--- src/rtl/spi_flash_read_seq.sv ---
// Flash READ sequencer: drives the SPI byte CSR handshake (cmd, 24-bit address, N data bytes)
// and streams received bytes as little-endian 16-bit Ufi words. Define SPI_FLASH_FAST_READ_EN for 0x0B + dummy byte.
module spi_flash_read_seq #(
   parameter int unsigned pBusAdrsBit  = 16,
   parameter int unsigned pUfiBusWidth = 16,
   parameter int unsigned pDivClk      = 16,
   parameter int unsigned pLenBits     = 16,
   parameter int unsigned pCsGap       = 4
) (
   input  logic                    iSysClk,
   input  logic                    iSysRst,
   input  logic                    iStart,
   input  logic                    iAbort,
   input  logic [23:0]             iFlashAdrs,
   input  logic [pLenBits-1:0]     iLength,
   input  logic [pBusAdrsBit-1:0]  iDstAdrs,
   input  logic [pDivClk-1:0]      iDiv,
   output logic                    oBusy,
   output logic                    oDone,
   output logic                    oAborted,
   output logic                    oSPIEn,
   output logic [pDivClk-1:0]      oSPIDiv,
   output logic [7:0]              oMWd,
   output logic                    oMSPICs,
   output logic                    oByteReq,
   input  logic                    iByteDone,
   input  logic [7:0]              iMRd,
   output logic [pUfiBusWidth-1:0] oMUfiWd,
   output logic [pBusAdrsBit-1:0]  oMUfiAdrs,
   output logic                    oMUfiEd,
   output logic                    oMUfiVd
);

   localparam int unsigned GapW = (pCsGap > 1) ? $clog2(pCsGap) : 1;
   localparam logic [GapW-1:0] GapLoad = GapW'(pCsGap - 1);
`ifdef SPI_FLASH_FAST_READ_EN
   localparam logic [7:0] CmdByte = 8'h0B;
`else
   localparam logic [7:0] CmdByte = 8'h03;
`endif

   typedef enum logic [3:0] {
      ST_IDLE,
      ST_CS_SETUP,
      ST_CMD,
      ST_ADR2,
      ST_ADR1,
      ST_ADR0,
`ifdef SPI_FLASH_FAST_READ_EN
      ST_DUMMY,
`endif
      ST_DATA,
      ST_CS_HOLD,
      ST_DONE
   } state_e;

   state_e                  state_q, state_d;
   logic [GapW-1:0]         gap_q, gap_d;
   logic [pLenBits-1:0]     len_q, len_d;
   logic [23:0]             fadr_q, fadr_d;
   logic [pBusAdrsBit-1:0]  wadr_q, wadr_d;
   logic [pDivClk-1:0]      div_q, div_d;
   logic                    busy_q, busy_d;
   logic                    spi_en_q, spi_en_d;
   logic                    done_q, done_d;
   logic                    aborted_q, aborted_d;
   logic                    cs_n_q, cs_n_d;
   logic [7:0]              mwd_q, mwd_d;
   logic                    byte_req_q, byte_req_d;
   logic                    inflight_q, inflight_d;
   logic                    abort_q, abort_d;
   logic [7:0]              lo_q, lo_d;
   logic                    half_q, half_d;
   logic [pUfiBusWidth-1:0] ufi_wd_q, ufi_wd_d;
   logic [pBusAdrsBit-1:0]  ufi_adrs_q, ufi_adrs_d;
   logic                    ufi_ed_q, ufi_ed_d;
   logic                    ufi_vd_q, ufi_vd_d;

   logic byte_ack;
   logic abort_req;

   // A completion only counts while our own request is outstanding.
   assign byte_ack  = inflight_q & iByteDone;
   assign abort_req = abort_q | iAbort;

   always_comb begin
      state_d    = state_q;
      gap_d      = gap_q;
      len_d      = len_q;
      fadr_d     = fadr_q;
      wadr_d     = wadr_q;
      div_d      = div_q;
      busy_d     = busy_q;
      spi_en_d   = spi_en_q;
      done_d     = 1'b0;
      aborted_d  = 1'b0;
      cs_n_d     = cs_n_q;
      mwd_d      = mwd_q;
      byte_req_d = 1'b0;
      inflight_d = inflight_q;
      abort_d    = abort_q;
      lo_d       = lo_q;
      half_d     = half_q;
      ufi_wd_d   = ufi_wd_q;
      ufi_adrs_d = ufi_adrs_q;
      ufi_ed_d   = 1'b0;
      ufi_vd_d   = ufi_vd_q;

      if (byte_ack) begin
         inflight_d = 1'b0;
      end
      if (state_q != ST_IDLE && state_q != ST_DONE && iAbort) begin
         abort_d = 1'b1;
      end
      if (state_q != ST_DATA) begin
         ufi_vd_d = 1'b0;
      end

      case (state_q)
         ST_IDLE: begin
            if (iStart) begin
               fadr_d   = iFlashAdrs;
               len_d    = iLength;
               wadr_d   = iDstAdrs;
               div_d    = iDiv;
               busy_d   = 1'b1;
               spi_en_d = 1'b1;
               abort_d  = 1'b0;
               half_d   = 1'b0;
               if (iLength == '0) begin
                  state_d = ST_DONE;
               end else begin
                  state_d = ST_CS_SETUP;
                  cs_n_d  = 1'b0;
                  gap_d   = GapLoad;
               end
            end
         end
         ST_CS_SETUP: begin
            if (abort_req) begin
               state_d = ST_CS_HOLD;
               gap_d   = GapLoad;
            end else if (gap_q == '0) begin
               state_d    = ST_CMD;
               mwd_d      = CmdByte;
               byte_req_d = 1'b1;
               inflight_d = 1'b1;
            end else begin
               gap_d = gap_q - GapW'(1);
            end
         end
         ST_CMD: begin
            if (byte_ack) begin
               if (abort_req) begin
                  state_d = ST_CS_HOLD;
                  gap_d   = GapLoad;
               end else begin
                  state_d    = ST_ADR2;
                  mwd_d      = fadr_q[23:16];
                  byte_req_d = 1'b1;
                  inflight_d = 1'b1;
               end
            end
         end
         ST_ADR2: begin
            if (byte_ack) begin
               if (abort_req) begin
                  state_d = ST_CS_HOLD;
                  gap_d   = GapLoad;
               end else begin
                  state_d    = ST_ADR1;
                  mwd_d      = fadr_q[15:8];
                  byte_req_d = 1'b1;
                  inflight_d = 1'b1;
               end
            end
         end
         ST_ADR1: begin
            if (byte_ack) begin
               if (abort_req) begin
                  state_d = ST_CS_HOLD;
                  gap_d   = GapLoad;
               end else begin
                  state_d    = ST_ADR0;
                  mwd_d      = fadr_q[7:0];
                  byte_req_d = 1'b1;
                  inflight_d = 1'b1;
               end
            end
         end
         ST_ADR0: begin
            if (byte_ack) begin
               if (abort_req) begin
                  state_d = ST_CS_HOLD;
                  gap_d   = GapLoad;
               end else begin
`ifdef SPI_FLASH_FAST_READ_EN
                  state_d    = ST_DUMMY;
`else
                  state_d    = ST_DATA;
                  ufi_vd_d   = 1'b1;
`endif
                  mwd_d      = 8'h00;
                  byte_req_d = 1'b1;
                  inflight_d = 1'b1;
               end
            end
         end
`ifdef SPI_FLASH_FAST_READ_EN
         // Dummy byte: response is dropped, only the clocks matter to the flash.
         ST_DUMMY: begin
            if (byte_ack) begin
               if (abort_req) begin
                  state_d = ST_CS_HOLD;
                  gap_d   = GapLoad;
               end else begin
                  state_d    = ST_DATA;
                  ufi_vd_d   = 1'b1;
                  mwd_d      = 8'h00;
                  byte_req_d = 1'b1;
                  inflight_d = 1'b1;
               end
            end
         end
`endif
         ST_DATA: begin
            if (byte_ack) begin
               len_d = len_q - pLenBits'(1);
               // Little-endian packing; an odd tail is flushed unless the run was aborted.
               if (!half_q) begin
                  lo_d   = iMRd;
                  half_d = 1'b1;
                  if (len_q == pLenBits'(1) && !abort_req) begin
                     ufi_ed_d   = 1'b1;
                     ufi_wd_d   = pUfiBusWidth'({8'h00, iMRd});
                     ufi_adrs_d = wadr_q;
                     wadr_d     = wadr_q + pBusAdrsBit'(1);
                  end
               end else begin
                  half_d     = 1'b0;
                  ufi_ed_d   = 1'b1;
                  ufi_wd_d   = pUfiBusWidth'({iMRd, lo_q});
                  ufi_adrs_d = wadr_q;
                  wadr_d     = wadr_q + pBusAdrsBit'(1);
               end
               if (len_q == pLenBits'(1) || abort_req) begin
                  state_d = ST_CS_HOLD;
                  gap_d   = GapLoad;
               end else begin
                  mwd_d      = 8'h00;
                  byte_req_d = 1'b1;
                  inflight_d = 1'b1;
               end
            end
         end
         ST_CS_HOLD: begin
            if (gap_q == '0) begin
               cs_n_d  = 1'b1;
               state_d = ST_DONE;
            end else begin
               gap_d = gap_q - GapW'(1);
            end
         end
         ST_DONE: begin
            done_d    = 1'b1;
            aborted_d = abort_q;
            busy_d    = 1'b0;
            spi_en_d  = 1'b0;
            half_d    = 1'b0;
            state_d   = ST_IDLE;
         end
         default: begin
            state_d = ST_IDLE;
         end
      endcase
   end

   always_ff @(posedge iSysClk) begin
      if (!iSysRst) begin
         state_q    <= ST_IDLE;
         gap_q      <= '0;
         len_q      <= '0;
         fadr_q     <= '0;
         wadr_q     <= '0;
         div_q      <= '0;
         busy_q     <= 1'b0;
         spi_en_q   <= 1'b0;
         done_q     <= 1'b0;
         aborted_q  <= 1'b0;
         cs_n_q     <= 1'b1;
         mwd_q      <= '0;
         byte_req_q <= 1'b0;
         inflight_q <= 1'b0;
         abort_q    <= 1'b0;
         lo_q       <= '0;
         half_q     <= 1'b0;
         ufi_wd_q   <= '0;
         ufi_adrs_q <= '0;
         ufi_ed_q   <= 1'b0;
         ufi_vd_q   <= 1'b0;
      end else begin
         state_q    <= state_d;
         gap_q      <= gap_d;
         len_q      <= len_d;
         fadr_q     <= fadr_d;
         wadr_q     <= wadr_d;
         div_q      <= div_d;
         busy_q     <= busy_d;
         spi_en_q   <= spi_en_d;
         done_q     <= done_d;
         aborted_q  <= aborted_d;
         cs_n_q     <= cs_n_d;
         mwd_q      <= mwd_d;
         byte_req_q <= byte_req_d;
         inflight_q <= inflight_d;
         abort_q    <= abort_d;
         lo_q       <= lo_d;
         half_q     <= half_d;
         ufi_wd_q   <= ufi_wd_d;
         ufi_adrs_q <= ufi_adrs_d;
         ufi_ed_q   <= ufi_ed_d;
         ufi_vd_q   <= ufi_vd_d;
      end
   end

   assign oBusy     = busy_q;
   assign oDone     = done_q;
   assign oAborted  = aborted_q;
   assign oSPIEn    = spi_en_q;
   assign oSPIDiv   = div_q;
   assign oMWd      = mwd_q;
   assign oMSPICs   = cs_n_q;
   assign oByteReq  = byte_req_q;
   assign oMUfiWd   = ufi_wd_q;
   assign oMUfiAdrs = ufi_adrs_q;
   assign oMUfiEd   = ufi_ed_q;
   assign oMUfiVd   = ufi_vd_q;

endmodule

--- config.mk ---
export PLATFORM = sky130hd
export DESIGN_NAME = spi_flash_read_seq
export DESIGN_NICKNAME = d
export VERILOG_FILES = /design/src/rtl/spi_flash_read_seq.sv
export SDC_FILE = /design/constraint.sdc
export NUM_CORES = 1
export LEC_CHECK = 0
export ABC_AREA = 1
export CAP_MARGIN = 25
export CORE_AREA = 2 2 124 126
export CTS_CLUSTER_DIAMETER = 100
export DETAILED_ROUTE_END_ITERATION = 6
export DIE_AREA = 0 0 126 128
export PLACE_DENSITY = 0.7
export SYNTH_ARGS = -nofsm -noshare
export SYNTH_HDL_FRONTEND = slang
export SYNTH_SLANG_ARGS = --single-unit
--- constraint.sdc ---
create_clock -name iSysClk -period 4.26 [get_ports iSysClk]
set_input_delay 1.065 -clock iSysClk [delete_from_list [all_inputs] [get_ports iSysClk]]
set_output_delay 1.065 -clock iSysClk [all_outputs]
set_load 0.02 [all_outputs]
Word-level counts from Yosys, hierarchy flattened:

Index checks and enable logic that the tools add are counted.

* register bits: 136
* input bits: 85
* output and inout port bits: 64

* $add $sub $neg: 3
* equality and inequality tests: 31
* muxes and demuxes: 85
* bitwise logic cells: 3
* reductions and logical operators: 30

Operators with widths (number)
* $mux 16: 10
* $mux 8: 12
* $pmux 16 s2: 2
* $pmux 8 s6: 1
* $mux 4: 11
* $ne 2x2->1 const B: 16
* $pmux 4 s8: 1
* $mux 1: 31
* $mux 2: 10
* $add 16x1->16 const B: 1
* $eq 16x1->1 const B: 1
* $eq 4x3->1 const B: 4
* $logic_not 16->1: 1
* $sub 16x1->16 const B: 1
* $reduce_and 3->1: 5
* $reduce_and 13->1: 1
* $pmux 2 s5: 1
* $pmux 1 s3: 3
* $reduce_and 9->1: 1
* $eq 4x2->1 const B: 2
* $reduce_and 4->1: 2
* $reduce_bool 2->1: 4
* $reduce_and 7->1: 1
* $ne 3x3->1 const B: 2
* 22 further kinds: 28

Logic depth before layout (Yosys ltp):

Gate-level depths: netlist of the first run.

* depth after elaboration: 7
* gate-level depth with buffers: 13
* depth with buffers taken out: 12

Worst setup path after synthesis of the first run:

OpenSTA, ideal clock, no wires.

* path type: in2reg
* start point: in iAbort
* end point: reg mwd_q[5] (netlist: oMWd[5])
* setup time: 128 ps
* data arrival time: 2012 ps
* setup slack: 2120 ps
* cell stages on the path: 11
* path through: nor2_1 inv_1 a21oi_1 nand2_1 clkinv_1 nand2_1 nand2_2 buf_6 nand2_1 o21ai_1 nor2_1

* longest elaborated chain between the ends: 4

RTL lines
* start: declaration: RTL line 13 `input logic iAbort,`
* $or 1x1->1 *: RTL line 84 `assign abort_req = abort_q | iAbort;`
* $logic_or 1x1->1: RTL line 246 `if (len_q == pLenBits'(1) || abort_req) begin`
* $ne 2x2->1 (no source line)
* $reduce_and 13->1 (no source line) *
* end signal: assignment: RTL line 313 `mwd_q <= mwd_d;`
* end: declaration: RTL line 68 `logic [7:0] mwd_q, mwd_d;`

Every way passes the cells marked *; elsewhere a longest branch is shown, timed or not.
A chain may end at the register's enable or synchronous reset.

Final worst setup path of the first run:

* start point: in iAbort
* end point: reg ufi_wd_q[13] (netlist: oMUfiWd[13])

* longest elaborated chain between the ends: 5

RTL lines
* $or 1x1->1: RTL line 84
* $logic_not 1->1: RTL line 233 `if (len_q == pLenBits'(1) && !abort_req) begin`
* $logic_and 1x1->1: RTL line 233
* $reduce_bool 2->1 (no source line)
* $reduce_and 3->1 (no source line)
* end signal: assignment: RTL line 319 `ufi_wd_q <= ufi_wd_d;`
* end: declaration: RTL line 74 `logic [pUfiBusWidth-1:0] ufi_wd_q, ufi_wd_d;`

No other way between the ends.

==> flow_metrics.tcl, run 1 <==
set metrics [dict create \
    grt_overflow 0 \
    timing.hold.ws_ps 439.9 \
    run_status "finished clean" \
    synth_area_mm2 0.006523 \
    min_path_type "flip-flop to flip-flop" \
    cts-resized-gates 0 \
    syn_inst 957 \
    drt_iter0_markers 410 \
    timing.setup.tns_ps 0 \
    worstPathRequired_ps 4620 \
    power.leakage_nw 3.481 \
    netlist.area_leader.share 0.4174 \
    relSlewSlack 0.3653 \
    dp_slack_ps 755.3 \
    grt_pass1_wl_mm 27.73 \
    core_mm2 0.01486 \
    clkSinkCount 136 \
    gp_congestion 0.8611 \
    reg2reg_from "state_q[2]$_SDFFE_PN0P_" \
    grtUsageTotal 0.2092 \
    firstDrtPassIters 5 \
    yosysSeqAreaShare 0.4174 \
    antenna_found_initial 0 \
    worst_slack_ps 1506 \
    num_rows 45 \
    wl_mm 16.63 \
    nets 1172 \
    reg2reg_depth 9 \
    area_delta_synth_final_pct 32.73 \
    clk_pin_slew_ps 60 \
    antenna_left 0 \
    synth_edf_count 0 \
    cp.arrival_ps 3120 \
    clk_path_buf_depth 2 \
    drv_cap 0 \
    ys.flop_type "dfxtp_1" \
    syn-num-nets 1045 \
    yosys-top-cells-count "234 x nand2_1, 136 x dfxtp_1, 108 x nor2_1, 99 x a21oi_1, 98 x inv_1" \
    via_per_inst 5.056 \
    r2r_slack_ps 1590 \
    min_period_over_period 0.6465 \
    timing.fmax_ghz 0.3631 \
    yosys.cell_types.count 39 \
    avgSynthCellArea_um2 6.816 \
    pin_count 149 \
    hold_viol 0 \
    async_flop_share 0 \
    die-area_mm2 0.01613 \
    whs_path_depth 2 \
    initial_core_util 0.4388 \
    detailed_place_hpwl_mm 11.28 \
    skew_ps 6.509 \
    synth.area.top_cells "dfxtp_1 42%, nand2_1 13%, a21oi_1 7.6%, o21ai_0 7.0%, nor2_1 6.2%" \
    ys_warn_count 0 \
    wire_per_inst_um 12.94 \
    power_density_mw_per_mm2 554.3 \
    drive_above_1_share 0.06016 \
    holdBufCountCts 0 \
    grt_max_degree 77 \
    holdPathEnd "oMUfiAdrs[5]$_SDFFE_PN0P_" \
    ys_ff_latch 136 \
    cts_tree "done" \
    rsz0062_at_grt "no" \
    num_antenna_cells 0 \
    crit_path_end_kind "flip-flop" \
    ir_worst_vdd_mv 0.3248 \
    grt_pass1_vias 6034 \
    via_count 6497 \
    min_from "oMUfiAdrs[5]$_SDFFE_PN0P_" \
    clk-insertion-delay-late_ps 420 \
    worst_slew_pin_slew_ps 950.6 \
    numCtsBuffers 17 \
    crit_fanout 29 \
    cts_max_level 4 \
    die_h_um 128 \
    portBuffers 148 \
    die_w_um 126 \
    postCtsSetupBuffers 0 \
    r2r-end "oMUfiWd[13]$_SDFFE_PN0P_" \
    cts-root-buf "clkbuf_16" \
    yosysTopAreaCell "dfxtp_1" \
    worstSetupPathType "primary input to flip-flop" \
    finalSetupViolCount 0 \
    slew_violations 0 \
    synth_most_common_cell "nand2_1" \
    route.detailed.drc 0 \
    period_needed_ps 2754 \
    crit_path_start_kind "primary input" \
]
==> cell families after synthesis <==
logic type,Yosys count,synth area share
AOI/OAI and AO/OA,235,0.1945
and+or+nand+nor,431,0.2768
buffers and inverters,151,0.1042
DFF,136,0.4174
adders and majority gates,3,0.005755
xor gates and xnor gates,1,0.001343
==> critical path, cell delays in order <==
cell             delay, ps
clkdlybuf4s50_1        400
nor2_1                 100
buf_4                  200
nand3_1                100
nand2_1                110
nand3_2                440
buf_16                 370
nor2_8                 140
nand3_1                 90
nand2_1                 90
==> stage by stage <==
| step | utilization | instances | area, um2 | power (mW) |
|---|---|---|---|---|
| after floorplan | - | 957 | 6523 | 2.825 |
| after global placement | 0.5375 | 1252 | 7990 | 3.211 |
| after detailed placement | 0.5375 | 1252 | 7990 | 3.233 |
| after CTS | 0.5806 | 1284 | 8630 | 4.823 |
| after global routing | 0.5824 | 1285 | 8657 | 5.135 |
| final | 0.5824 | 1285 | 8657 | 4.798 |
==> where the power goes <==
group | switching (mW) | internal [mW] | leakage, nW
Clock | 0.551 | 1.02 | 0.312
Sequential | 0.207 | 1.51 | 1.11
Combinational | 0.969 | 0.537 | 2.06
Total | 1.73 | 3.07 | 3.48
==> cells in the final DEF (no fill, tap or decap), types with 4 or more instances in the layout <==
cell and instances:
nor2_2 6, nand4_1 9, nor3_1 4, o211ai_1 5, bufinv_16 4, a211oi_1 7, inv_2 6, buf_4 4
dfxtp_1 136, clkbuf_16 17, o21ai_0 91, nand2_1 233, clkdlybuf4s50_1 147, clkinv_2 4, a21oi_1 99, inv_1 98
o22ai_1 8, nand2_2 4, nand3_1 55, o21ai_1 11, nor2_1 108
==> sequential cells by signal, indices dropped and copies added (netlist names), 2 cells and up <==
signal,count
fadr_q,24
gap_q,2
len_q,16
lo_q,8
oMUfiAdrs,16
oMUfiWd,16
oMWd,8
oSPIDiv,16
state_q,4
wadr_q,16
==> metal layers <==
layer	track usage	wire, um	vias to the layer above
met1	0.2616	7665	2910
met3	0.06427	1226	21
met5	0	0	-
met2	0.3454	7500	192
met4	0.06917	240	0
li1	-	-	3374
==> area by class of cell <==
class,instances,area [um2]
fillers,1410,6207
multi-input cells,670,3123
flip-flops and latches,136,2723
repair buffers,153,1534
clock buffers,20,466.7
inverters,106,402.9
well taps,188,235.2
clock inverters,12,172.7
==> how the worst max path moves through the flow <==
stage	from	end	slack [ps]	depth (start not counted)
floorplan	iAbort	oMWd[5]$_SDFFE_PN0P_	2120	11
global placement	iAbort	oMUfiWd[12]$_SDFFE_PN0P_	850	9
detailed placement	iAbort	oMUfiAdrs[11]$_SDFFE_PN0P_	760	8
CTS	iAbort	oMUfiAdrs[11]$_SDFFE_PN0P_	1180	8
global route	iAbort	oMUfiWd[13]$_SDFFE_PN0P_	1320	10
finish	iAbort	oMUfiWd[13]$_SDFFE_PN0P_	1510	10
Note: power is estimated with default switching activity, not from simulation.
==> run 2, diff against run 1 <==
PLACE_DENSITY = 0.73   (was 0.7)
clock period = 2.45 ns   (was 4.26 ns; I/O delays follow)
==> run 2 against run 1 <==
Effect of this change: power is 76% higher; non-clock buffer count is 5 higher; via count is 0.38% lower; hold slack hardly changed; clock skew hardly changed; setup slack worse by 1300 ps; die area stayed put; first-iteration DRC count is 40% higher; utilization is 0.45 points higher; cell count is 0.31% higher; largest cell class unchanged; highest routed layer unchanged.
==> flow_metrics.tcl, run 2 (synthesized netlist as in run 1, its figures left out) <==
set metrics [dict create \
    run_status "finished clean" \
    core_mm2 0.01486 \
    cts-root-buf "clkbuf_16" \
    timing.setup.tns_ps 0 \
    crit_path_end_kind "flip-flop" \
    clk_pin_slew_ps 60 \
    hold_viol 0 \
    clock_power_share 0.333 \
    internal_power_mw 5.448 \
    grtUsageTotal 0.2100 \
    rsz0062_at_grt "no" \
    clk-insertion-delay-late_ps 420 \
    worst_slew_pin_slew_ps 500.0 \
    largest_reg_flops 24 \
    worstPathRequired_ps 2750 \
    reg2reg_depth 9 \
    clk_path_buf_depth 2 \
    cp.arrival_ps 2550 \
    wl_mm 16.70 \
    grt_pass1_vias 5896 \
    mostFrequentLayoutCells "233 x nand2_1, 147 x clkdlybuf4s50_1, 136 x dfxtp_1" \
    min_path_type "flip-flop to flip-flop" \
    numCtsBuffers 17 \
    gp_congestion 0.9173 \
    period_needed_ps 2250 \
    slew_violations 0 \
    initial_core_util 0.4388 \
    netSwitchingFraction 0.3567 \
    skew_ps 6.844 \
    dp.cells 1258 \
    busiest_layer "met2" \
    holdBufCountCts 0 \
    grt_pass1_wl_mm 27.60 \
    drt_iter0_markers 572 \
    whs_path_depth 2 \
    use_met2 0.3463 \
    layout_commonest_cell "nand2_1" \
    cts_max_level 4 \
    finalSetupViolCount 0 \
    antenna_found_initial 0 \
    portBuffers 148 \
    pin_count 149 \
    drv_cap 0 \
    stdcell_count 1289 \
    cts-resized-gates 0 \
    num_antenna_cells 0 \
    seq_area_mm2 0.002723 \
    cts_tree "done" \
    regMostFlops "fadr_q" \
    grt_overflow 0 \
    wire_per_inst_um 12.96 \
    antenna_left 0 \
    die_h_um 128 \
    power.leakage_nw 3.520 \
    seqPwrFrac 0.353 \
    multiInputGateArea_mm2 0.003123 \
    die-area_mm2 0.01613 \
    die_w_um 126 \
    crit_path_start_kind "flip-flop" \
    relSlewSlack 0.6641 \
    fillers 1389 \
    via_per_inst 5.021 \
    via_count 6472 \
    route.detailed.drc 0 \
    timing.fmax_ghz 0.4445 \
    switchingPower_mw 3.021 \
    num_rows 45 \
    worstSetupPathType "flip-flop to flip-flop" \
    drive_above_1_share 0.06358 \
    postCtsSetupBuffers 0 \
    grt_util_met1 0.2629 \
    power_density_mw_per_mm2 970.7 \
    area_delta_synth_final_pct 33.76 \
    firstDrtPassIters 5 \
    grt_max_degree 56 \
    clkSinkCount 136 \
    min_period_over_period 0.9183 \
    ir_worst_vdd_mv 0.5742 \
    combPwrFrac 0.314 \
    gr-usage-met3 0.06302 \
    nets 1177 \
    detailed_place_hpwl_mm 11.40 \
    crit_fanout 45 \
]
==> run 2: final timing paths <==
path	end	slack, ps	startpoint
min	oMUfiAdrs[7]$_SDFFE_PN0P_	440	oMUfiAdrs[7]$_SDFFE_PN0P_
min reg2reg	oMUfiAdrs[7]$_SDFFE_PN0P_	440	oMUfiAdrs[7]$_SDFFE_PN0P_
max reg2reg	len_q[4]$_SDFFE_PN0P_	200	state_q[2]$_SDFFE_PN0P_
max	len_q[4]$_SDFFE_PN0P_	200	state_q[2]$_SDFFE_PN0P_
==> run 2: per-stage QoR <==
stage | area (um2) | util | power, mW | hold WS, ps | worst slack, ps
after floorplan | 6523 | - | 4.912 | 429.7 | 762.6
after global placement | 8073 | 0.5431 | 5.624 | 430.4 | 133.1
after detailed placement | 8073 | 0.5431 | 5.665 | 434.1 | 94.67
after CTS | 8725 | 0.5870 | 8.500 | 442.5 | 196.1
after global routing | 8725 | 0.5870 | 9.037 | 460.9 | 28.29
final | 8725 | 0.5870 | 8.469 | 439.7 | 200.1
==> run 2: power groups by stage <==
stage	Sequential, mW	Combinational [mW]	Clock, mW
CTS	2.98	2.66	2.86
floorplan	3.03	1.89	0
global route	3.05	3.01	2.97
detailed placement	3.03	2.64	0
finish	2.99	2.66	2.82
global placement	3.02	2.60	0
==> run 2: per-layer routing <==
layer / wire (um) / share of wire
met5: 0 / 0
met4: 325 / 0.019
met3: 1185 / 0.071
met2: 7502 / 0.45
met1: 7690 / 0.46
==> run 2: critical path, cell delays in order (launching register included) <==
cell and delay (ps):
dfxtp_1 390, inv_2 60, nor2_2 240, nand2_4 210, clkinv_4 310, nand2_1 140
nand2_2 310, inv_2 180, o21ai_0 190, a21oi_1 90
==> run 2: cell type report <==
type                            count  share of cell area
Clock inverter                     12             0.02280
Tap cell                          188             0.02696
Clock buffer                       19             0.05191
Timing Repair Buffer              158              0.1821
Inverter                          106             0.04618
Sequential cell                   136              0.3121
Multi-Input combinational cell    670              0.3580
